--- src/rtl/lsu_mem_port_if.sv ---
// Load/store bus bundle: CPU request/response handshake plus the word-aligned
// data-memory port with byte-lane write enables.
interface lsu_mem_port_if #(
  parameter int ADDR_W = 32
);
  logic              req_valid;
  logic              req_ready;
  logic              req_we;
  logic [1:0]        req_size;
  logic              req_unsigned;
  logic [ADDR_W-1:0] req_addr;
  logic [31:0]       req_wdata;
  logic              rsp_valid;
  logic [31:0]       rsp_rdata;
  logic              rsp_split;
  logic [ADDR_W-1:0] daddr;
  logic [31:0]       dwdata;
  logic [3:0]        we;
  logic [31:0]       drdata;

  modport slave (
    input  req_valid, req_we, req_size, req_unsigned, req_addr, req_wdata, drdata,
    output req_ready, rsp_valid, rsp_rdata, rsp_split, daddr, dwdata, we
  );

  modport master (
    output req_valid, req_we, req_size, req_unsigned, req_addr, req_wdata, drdata,
    input  req_ready, rsp_valid, rsp_rdata, rsp_split, daddr, dwdata, we
  );
endinterface

--- src/rtl/lsu_mem_port.sv ---
// Load/store initiator: splits word-straddling accesses into two aligned
// memory cycles, merges the halves and sign/zero-extends load data.
module lsu_mem_port #(
  parameter int ADDR_W = 32
) (
  input  logic           clk,
  input  logic           rst_n,
  lsu_mem_port_if.slave  bus
);
  localparam logic [1:0] IDLE = 2'd0;
  localparam logic [1:0] ACC0 = 2'd1;
  localparam logic [1:0] ACC1 = 2'd2;
  localparam logic [1:0] RESP = 2'd3;

  logic [1:0]        state_q, state_d;
  logic              rsp_split_q, rsp_split_d;
  logic [31:0]       rsp_rdata_q, rsp_rdata_d;
  logic              store_q, store_d;
  logic [1:0]        size_q, size_d;
  logic              uns_q, uns_d;
  logic [ADDR_W-1:0] addr_q, addr_d;
  logic [31:0]       wdata_q, wdata_d;
  logic [31:0]       lo_q, lo_d;

  logic [1:0]        ofs;
  logic [ADDR_W-1:0] base;
  logic [7:0]        mask;
  logic              split;

  function automatic logic [7:0] lane_mask(input logic [1:0] sz, input logic [1:0] o);
    logic [7:0] m;
    case (sz)
      2'b00:   m = 8'h01;
      2'b01:   m = 8'h03;
      default: m = 8'h0F;
    endcase
    return m << o;
  endfunction

  // pair is {hi, lo}; shift the addressed byte down to lane 0, then extend
  function automatic logic [31:0] extend_load(input logic [63:0] pair, input logic [1:0] o,
                                              input logic [1:0] sz, input logic uns);
    logic [31:0] v;
    v = 32'(pair >> {o, 3'b000});
    case (sz)
      2'b00:   return {{24{~uns & v[7]}}, v[7:0]};
      2'b01:   return {{16{~uns & v[15]}}, v[15:0]};
      default: return v;
    endcase
  endfunction

  assign ofs   = addr_q[1:0];
  assign base  = {addr_q[ADDR_W-1:2], 2'b00};
  assign mask  = lane_mask(size_q, ofs);
  assign split = |mask[7:4];

  always_comb begin
    state_d     = state_q;
    rsp_split_d = rsp_split_q;
    rsp_rdata_d = rsp_rdata_q;
    store_d     = store_q;
    size_d      = size_q;
    uns_d       = uns_q;
    addr_d      = addr_q;
    wdata_d     = wdata_q;
    lo_d        = lo_q;
    case (state_q)
      IDLE: begin
        if (bus.req_valid) begin
          store_d = bus.req_we;
          size_d  = bus.req_size;
          uns_d   = bus.req_unsigned;
          addr_d  = bus.req_addr;
          wdata_d = bus.req_wdata;
          state_d = ACC0;
        end
      end
      ACC0: begin
        lo_d = bus.drdata;
        if (split) begin
          state_d = ACC1;
        end else begin
          state_d     = RESP;
          rsp_split_d = 1'b0;
          rsp_rdata_d = store_q ? 32'h0 : extend_load({32'h0, bus.drdata}, ofs, size_q, uns_q);
        end
      end
      ACC1: begin
        state_d     = RESP;
        rsp_split_d = 1'b1;
        rsp_rdata_d = store_q ? 32'h0 : extend_load({bus.drdata, lo_q}, ofs, size_q, uns_q);
      end
      default: state_d = IDLE;
    endcase
  end

  // Memory port decoded from state and latched request only; write enables are
  // gated by reset so a write pending at the reset edge is never committed.
  always_comb begin
    bus.daddr  = '0;
    bus.dwdata = '0;
    bus.we     = '0;
    case (state_q)
      ACC0: begin
        bus.daddr  = base;
        bus.dwdata = wdata_q << {ofs, 3'b000};
        if (store_q && rst_n) bus.we = mask[3:0];
      end
      ACC1: begin
        bus.daddr  = base + ADDR_W'(4);
        bus.dwdata = wdata_q >> (6'd32 - {1'b0, ofs, 3'b000});
        if (store_q && rst_n) bus.we = mask[7:4];
      end
      default: ;
    endcase
  end

  assign bus.req_ready = (state_q == IDLE);
  assign bus.rsp_valid = (state_q == RESP);
  assign bus.rsp_rdata = rsp_rdata_q;
  assign bus.rsp_split = rsp_split_q;

  always_ff @(posedge clk) begin
    if (!rst_n) begin
      state_q     <= IDLE;
      rsp_split_q <= 1'b0;
      rsp_rdata_q <= 32'h0;
    end else begin
      state_q     <= state_d;
      rsp_split_q <= rsp_split_d;
      rsp_rdata_q <= rsp_rdata_d;
    end
  end

  always_ff @(posedge clk) begin
    store_q <= store_d;
    size_q  <= size_d;
    uns_q   <= uns_d;
    addr_q  <= addr_d;
    wdata_q <= wdata_d;
    lo_q    <= lo_d;
  end
endmodule

--- src/flat_wrapper.sv ---
// flat-port wrapper written by rule: the top's interface ports become plain ports
module lsu_mem_port_flat 
#(
  parameter int ADDR_W = 32
)
  (clk, rst_n, bus_req_valid, bus_req_we, bus_req_size, bus_req_unsigned, bus_req_addr, bus_req_wdata, bus_drdata, bus_req_ready, bus_rsp_valid, bus_rsp_rdata, bus_rsp_split, bus_daddr, bus_dwdata, bus_we);
  lsu_mem_port_if #(.ADDR_W(ADDR_W)) bus_i ();
  input  logic clk;
  input  logic rst_n;
  input wire logic [$bits(bus_i.req_valid)-1:0] bus_req_valid;
  input wire logic [$bits(bus_i.req_we)-1:0] bus_req_we;
  input wire logic [$bits(bus_i.req_size)-1:0] bus_req_size;
  input wire logic [$bits(bus_i.req_unsigned)-1:0] bus_req_unsigned;
  input wire logic [$bits(bus_i.req_addr)-1:0] bus_req_addr;
  input wire logic [$bits(bus_i.req_wdata)-1:0] bus_req_wdata;
  input wire logic [$bits(bus_i.drdata)-1:0] bus_drdata;
  output wire logic [$bits(bus_i.req_ready)-1:0] bus_req_ready;
  output wire logic [$bits(bus_i.rsp_valid)-1:0] bus_rsp_valid;
  output wire logic [$bits(bus_i.rsp_rdata)-1:0] bus_rsp_rdata;
  output wire logic [$bits(bus_i.rsp_split)-1:0] bus_rsp_split;
  output wire logic [$bits(bus_i.daddr)-1:0] bus_daddr;
  output wire logic [$bits(bus_i.dwdata)-1:0] bus_dwdata;
  output wire logic [$bits(bus_i.we)-1:0] bus_we;
  assign bus_i.req_valid = bus_req_valid;
  assign bus_i.req_we = bus_req_we;
  assign bus_i.req_size = bus_req_size;
  assign bus_i.req_unsigned = bus_req_unsigned;
  assign bus_i.req_addr = bus_req_addr;
  assign bus_i.req_wdata = bus_req_wdata;
  assign bus_i.drdata = bus_drdata;
  assign bus_req_ready = bus_i.req_ready;
  assign bus_rsp_valid = bus_i.rsp_valid;
  assign bus_rsp_rdata = bus_i.rsp_rdata;
  assign bus_rsp_split = bus_i.rsp_split;
  assign bus_daddr = bus_i.daddr;
  assign bus_dwdata = bus_i.dwdata;
  assign bus_we = bus_i.we;
  lsu_mem_port #(.ADDR_W(ADDR_W)) u_core (.clk(clk), .rst_n(rst_n), .bus(bus_i));
endmodule
--- config.mk ---
export PLATFORM = sky130hd
export DESIGN_NAME = lsu_mem_port_flat
export DESIGN_NICKNAME = d
export VERILOG_FILES = /design/src/rtl/lsu_mem_port_if.sv /design/src/rtl/lsu_mem_port.sv /design/src/flat_wrapper.sv
export SDC_FILE = /design/constraint.sdc
export NUM_CORES = 1
export LEC_CHECK = 0
export ABC_AREA = 1
export CORE_MARGIN = 3
export CORE_UTILIZATION = 50
export CTS_CLUSTER_SIZE = 24
export DETAILED_ROUTE_END_ITERATION = 16
export PLACE_DENSITY = 0.8
export RECOVER_POWER = 100
export SLEW_MARGIN = 20
export SYNTH_ARGS = -nofsm -noshare
export SYNTH_HDL_FRONTEND = slang
export SYNTH_SLANG_ARGS = --single-unit
--- constraint.sdc ---
create_clock -name clk -period 4.6 [get_ports clk]
set_input_delay 0.46 -clock clk [delete_from_list [all_inputs] [get_ports clk]]
set_output_delay 0.46 -clock clk [all_outputs]
set_load 0.02 [all_outputs]
# Word level (Yosys, flattened, before mapping)
# Cells that the tools add are included.
[classes]
add_sub_neg = 2
n_eq_ne = 6
shift = 5
mux = 17
bitwise_logic = 5
n_reduce_logical = 7
[ops]
columns = ["cell", "count"]
rows = [
  ["one-hot mux 32 bit (2 select lines)", 5],
  ["two-way mux 32 bit", 3],
  [">> shifter 64 x 5 -> 32 bit", 1],
  ["adder 32 x 3 -> 32 bit (second input constant)", 1],
  ["left shift 32 x 5 -> 32 bit", 1],
  [">> shifter 32 x 5 -> 32 bit", 1],
  [">> shifter 32 x 6 -> 32 bit", 1],
  ["one-hot mux 4 bit (2 select lines)", 2],
  ["two-way mux 4 bit", 2],
  ["left shift 4 x 2 -> 8 bit", 1],
  ["one-hot mux 2 bit (3 select lines)", 1],
  ["subtractor 6 x 5 -> 6 bit (first input constant)", 1],
  ["AND 1 bit", 4],
  ["equality test 2 x 1 -> 1 bit (second input constant)", 2],
  ["equality test 2 bit (second input constant)", 2],
  ["logical NOT 2 bit", 2],
  ["inequality test 2 bit (second input constant)", 2],
  ["AND reduction 2 bit", 2],
  ["OR reduction 4 bit", 1],
  ["two-way mux 1 bit", 2],
  ["two-way mux 2 bit", 1],
  ["one-hot mux 1 bit (2 select lines)", 1],
  ["nonzero test 2 bit", 1],
  ["logical AND 1 bit", 1],
  ["inverter 1 bit", 1],
]
[totals]
reg_bits = 135
in_bits = 103
out_inout_bits = 103
word_cells = 51

# Logic depth before layout (Yosys ltp)
[logic_depth]
word_depth = 6
ltp_mapped = 14
depth_no_buf = 11

# Worst setup path before layout
# Ideal clock, no wire load.
[synth_path]
kind = "reg2out"
from = "register u_core.state_q[1]"
to = "output bus_we[2]"
arrival_ns = 2.847
required_ns = 4.140
path_slack_ns = 1.293
stages_incl_launch_ff = 6
n_path_buf = 1
path_cell_list = "dfxtp_1 > inv_1 > ha_1 > buf_2 > inv_1 > a2111oi_0"
[synth_via]
elab_chain_len = 2
[synth_rtl]
columns = ["item", "line_no", "source"]
rows = [
  ["start, declared", "lsu_mem_port.sv:15", "logic [1:0] state_q, state_d;"],
  ["start signal, assigned", "lsu_mem_port.sv:129", "state_q <= state_d;"],
  ["equality test 2 bit / equality test 2 x 1 -> 1 bit (equally long branches)", "lsu_mem_port.sv:103", "case (state_q)"],
  ["one-hot mux 4 bit (2 select lines) *", "lsu_mem_port.sv:103", ""],
  ["end, declared", "flat_wrapper.sv:23", "output wire logic [$bits(bus_i.we)-1:0] bus_we;"],
]
# Every way passes the cells marked *; elsewhere a longest branch is shown, timed or not.

# Worst setup path in the final report
[layout_path]
from = "register u_core.state_q[0]"
to = "output bus_daddr[14]"
[layout_via]
elab_chain_len = 2
[layout_rtl]
columns = ["item", "line_no", "source"]
rows = [
  ["equality test 2 bit / equality test 2 x 1 -> 1 bit (equally long branches)", "lsu_mem_port.sv:103", ""],
  ["one-hot mux 32 bit (2 select lines) *", "lsu_mem_port.sv:103", ""],
  ["end, declared", "flat_wrapper.sv:21", "output wire logic [$bits(bus_i.daddr)-1:0] bus_daddr;"],
]
# Marked as above.

==> reports/qor_table.md <==
| Stage | Parameter | Reported |
| --- | --- | --- |
| synthesis | Synth unique cells | 42 |
| floorplanning | Die footprint | 0.0191 mm² |
| cts | H-tree levels | 4 |
| outcome | Violations in the final reports | max-capacitance violations, max-slew violations |
| worst setup path | Register-to-register setup slack | 690 ps |
| sta | Minimum setup slack in the final design | 456 ps |
| layout | Multi-input logic area | 0.00415 mm² |
| cts | Worst skew pair latency | 430 ps |
| grt | Global-route wire length before repair | 41.8 mm |
| placed design | Gpl congestion | 0.925 |
| power and ir drop | Clock share of power | 22.3% |
| layout | Fraction of layout instances using a drive strength above 1 | 4.34% |
| drt | Vias per inst | 5.62 |
| cts | Buffer cell driving the clock tree root | sky130_fd_sc_hd__clkbuf_16 |
| synthesis | Proportion of synthesized chip area in sequential cells | 42.3% |
| outcome | Status | finished, violations left |
| grt | Via count of the first global-routing pass | 8194 |
| run | Max_cap viols | 1 |
| placed design | DPL Wire Length | 18.6 mm |
| worst setup path | Endpoint class of the critical path | primary output |
| floorplanning | Effective utilization at floorplan | 51.8% |
| sta | Total count of max-transition violations in the final report | 50 |
| cts | Clk slew on worst S/H paths | 60 ps |
| grt | Maximum number of pins on one net before global-route repair | 117 |
| drt | Total wire length after detailed routing | 26.5 mm |
| drt | Post-route DRC | 0 |
| grt | Overall global routing resource usage | 26.6% |
| cts | TritonCTS clock tree | done |
| cts | Hold_buf cts | 0 |
| synthesis | #FFs+latches synth | 135 |
| floorplanning | Count of pins on the block boundary | 206 |
| drt | Post-detailed-route wirelength per cell | 16.3 µm |
| drt | Initial DRC count | 953 |
| sta | Setup repair after global routing missed its margin | no |
| grt | Antenna violations before repair | 4 |
| grt | GRT overflow | 0 |
| sta | Tcrit/Tclk final | 90.1% |
| cts | Post-CTS setup-driven buffer insertion count | 0 |
| synthesis | Synthesized cell area | 0.00875 mm² |
| power and ir drop | Peak supply drop | 0.446 mV |
| sta | Post-route minimum period | 4140 ps |
| synthesis | Number of enable-type register cells in the synthesized netlist | 100 |
| layout | Area grow syn2layout | 29.2% |
| sta | Setup Total Neg Slack | 0 ps |
| sta | Remaining max-slew budget at the tightest pin | -77.8% |
| layout | FILL cells | 1435 |
| layout | Final design instance area without fill | 0.0113 mm² |
| floorplanning | Core region area | 0.0169 mm² |
| placed design | Placed Instances | 1593 |
| worst hold path | Worst hold-check path type | flop to flop |
| drt | Number of vias in the routed layout | 9156 |
| power and ir drop | Combinational group share of total power | 48.2% |
| sta | Transition time at the pin with the least slew margin | 2670 ps |
| placed design | Cell Area, Placed | 0.0107 mm² |
| synthesis | Syn Inst Count | 1230 |
| worst setup path | Critical path class | flop to primary output |
| power and ir drop | Net switching power figure | 2.80 mW |
| power and ir drop | Sequential power share | 29.6% |
| worst setup path | Endpoint required time on the critical path | 4140 ps |
| placed design | Number of port buffers | 203 |
| worst setup path | Critical path fanouts, max | 36 |
| drt | Remaining antenna violation count | 0 |
| placed design | Setup slack after placement | 1150 ps |
| synthesis | Average cell area after synthesis | 7.11 µm² |
| sta | Final number of hold-violating endpoints | 0 |
| cts | Number of buffers between clock root and the deepest sink | 2 |
| power and ir drop | Switching part of the total power | 44.1% |
| layout | Layout Cells excl Fill | 1629 |
| synthesis | Share of flip-flops with an asynchronous set or reset | 0% |
| cts | Num Clock Sinks | 135 |
| floorplanning | DIE HEIGHT | 138 µm |
| worst setup path | CP startpoint kind | flop |
| drt | Total iterations of the first detailed-routing run | 7 |
| floorplanning | Number of rows created at floorplan | 47 |
| synthesis | Dominant synthesized flop cell | sky130_fd_sc_hd__edfxtp_1 |
| power and ir drop | Power per cell area | 562 mW/mm² |
| floorplanning | DIE WIDTH | 138 µm |
| sta | Max Freq | 241 MHz |
| power and ir drop | Leak Pwr | 5.04 nW |
| power and ir drop | Overall power consumption | 6.36 mW |
| sta | Final setup viols | 0 |
| power and ir drop | Cell internal power dissipation | 3.55 mW |
| cts | Total of cells resized after clock tree synthesis | 0 |
| sta | Post-route clock skew | 11.6 ps |
| layout | Sequential cell area | 0.00370 mm² |
| synthesis | Number of warnings issued by yosys | 0 |
| worst setup path | Critical path arrival | 3680 ps |
| layout | Post-layout nets | 1501 |
| cts | TritonCTS Buffers | 17 |
[metrics by stage]
step	util [%]	hold WS (ps)
after floorplan	-	490
after global placement	63.4	436
after detailed placement	63.4	441
after CTS	67.1	466
after global routing	67.0	480
final	67.0	454
[power by group through the flow]
stage	clock (mW)	combinational (mW)	sequential, mW
2_1_floorplan	0	2.07	1.93
3_3_place_gp	0	3.10	1.88
3_5_place_dp	0	3.14	1.89
4_1_cts	1.42	3.15	1.87
5_1_grt	1.48	3.34	1.92
6_report	1.41	3.06	1.88
[state kept, by name (all words and copies together), names as in the netlist]
register	flops
u_core.uns_q	1
u_core.wdata_q	32
u_core.lo_q	32
u_core.bus.rsp_rdata	32
u_core.addr_q	32
u_core.store_q	1
u_core.state_q	2
u_core.bus.rsp_split	1
u_core.size_q	2
[worst max-delay path, cell delays in order (launching register included)]
cell and delay (ps):
sky130_fd_sc_hd__dfxtp_1 380, sky130_fd_sc_hd__inv_1 90, sky130_fd_sc_hd__ha_1 390, sky130_fd_sc_hd__clkbuf_2 590
sky130_fd_sc_hd__nand2_1 440, sky130_fd_sc_hd__inv_2 380, sky130_fd_sc_hd__a22oi_1 150, sky130_fd_sc_hd__a22oi_1 190
sky130_fd_sc_hd__clkdlybuf4s50_1 630
[cell usage after synthesis (6+ instances only)]
master | instances | share of area (%)
sky130_fd_sc_hd__nand2_1 | 466 | 20
sky130_fd_sc_hd__nand3_1 | 156 | 8.9
sky130_fd_sc_hd__inv_1 | 104 | 4.5
sky130_fd_sc_hd__edfxtp_1 | 100 | 34
sky130_fd_sc_hd__a21oi_1 | 93 | 5.3
sky130_fd_sc_hd__o21ai_0 | 57 | 3.3
sky130_fd_sc_hd__nor2_1 | 43 | 1.8
sky130_fd_sc_hd__dfxtp_1 | 35 | 8.0
sky130_fd_sc_hd__buf_2 | 27 | 1.5
sky130_fd_sc_hd__o211ai_1 | 17 | 1.5
sky130_fd_sc_hd__buf_4 | 14 | 1.2
sky130_fd_sc_hd__clkbuf_1 | 14 | 0.60
sky130_fd_sc_hd__buf_6 | 12 | 1.5
sky130_fd_sc_hd__nor3_1 | 12 | 0.69
sky130_fd_sc_hd__o221ai_1 | 10 | 1.0
sky130_fd_sc_hd__o21ai_1 | 9 | 0.51
sky130_fd_sc_hd__buf_1 | 6 | 0.26
sky130_fd_sc_hd__ha_1 | 6 | 0.86
[per-layer routing]
layer | vias to the layer above | share of wire (%) | GRT usage (%)
met5 | - | 0 | 0
met2 | 517 | 46 | 41.9
met1 | 4155 | 42 | 36.5
met4 | 0 | 2.3 | 9.20
met3 | 55 | 9.5 | 6.01
li1 | 4429 | - | -
[layout by cell type, fill, tap and decap left out, drive strengths merged, types with 6 or more instances in the layout]
master,count
buf,7
nor2,47
nand2,468
a21oi,98
clkbuf,28
inv,115
o21ai,67
nand3,158
edfxtp,100
clkinv,6
o221ai,10
ha,6
o211ai,17
dlygate4sd3,194
nor3,13
clkdlybuf4s50,9
dfxtp,35
[cells by family after synthesis]
logic type	Yosys count	share of synthesized area, %
and+or+nand+nor	690	32.6
AOI/OAI and AO/OA	212	14.1
buffers and inverters	186	10.1
DFF	135	42.3
adders and majority gates	6	0.858
other	1	0.0429
[layout make-up]
cell class              instances  share of cell area, %
inverters                     113                   3.84
flip-flops and latches        135                   32.8
multi-input cells             910                   36.8
clock buffers                  23                   4.74
repair buffers                215                   18.7
well taps                     220                   2.44
clock inverters                 9                  0.709
diodes                          4                 0.0886
[path summary, 6_finish.rpt]
check	depth (start not counted)	from	to
max	8	u_core.state_q[0]$_SDFFE_PN0P_	bus_daddr[14]
min	2	u_core.bus.rsp_split$_SDFFE_PN0P_	u_core.bus.rsp_split$_SDFFE_PN0P_
max reg2reg	10	u_core.state_q[1]$_SDFFE_PN0P_	u_core.bus.rsp_rdata[31]$_SDFFE_PN0P_
min reg2reg	2	u_core.bus.rsp_split$_SDFFE_PN0P_	u_core.bus.rsp_split$_SDFFE_PN0P_
No activity file was read; power rests on OpenSTA's default activity.
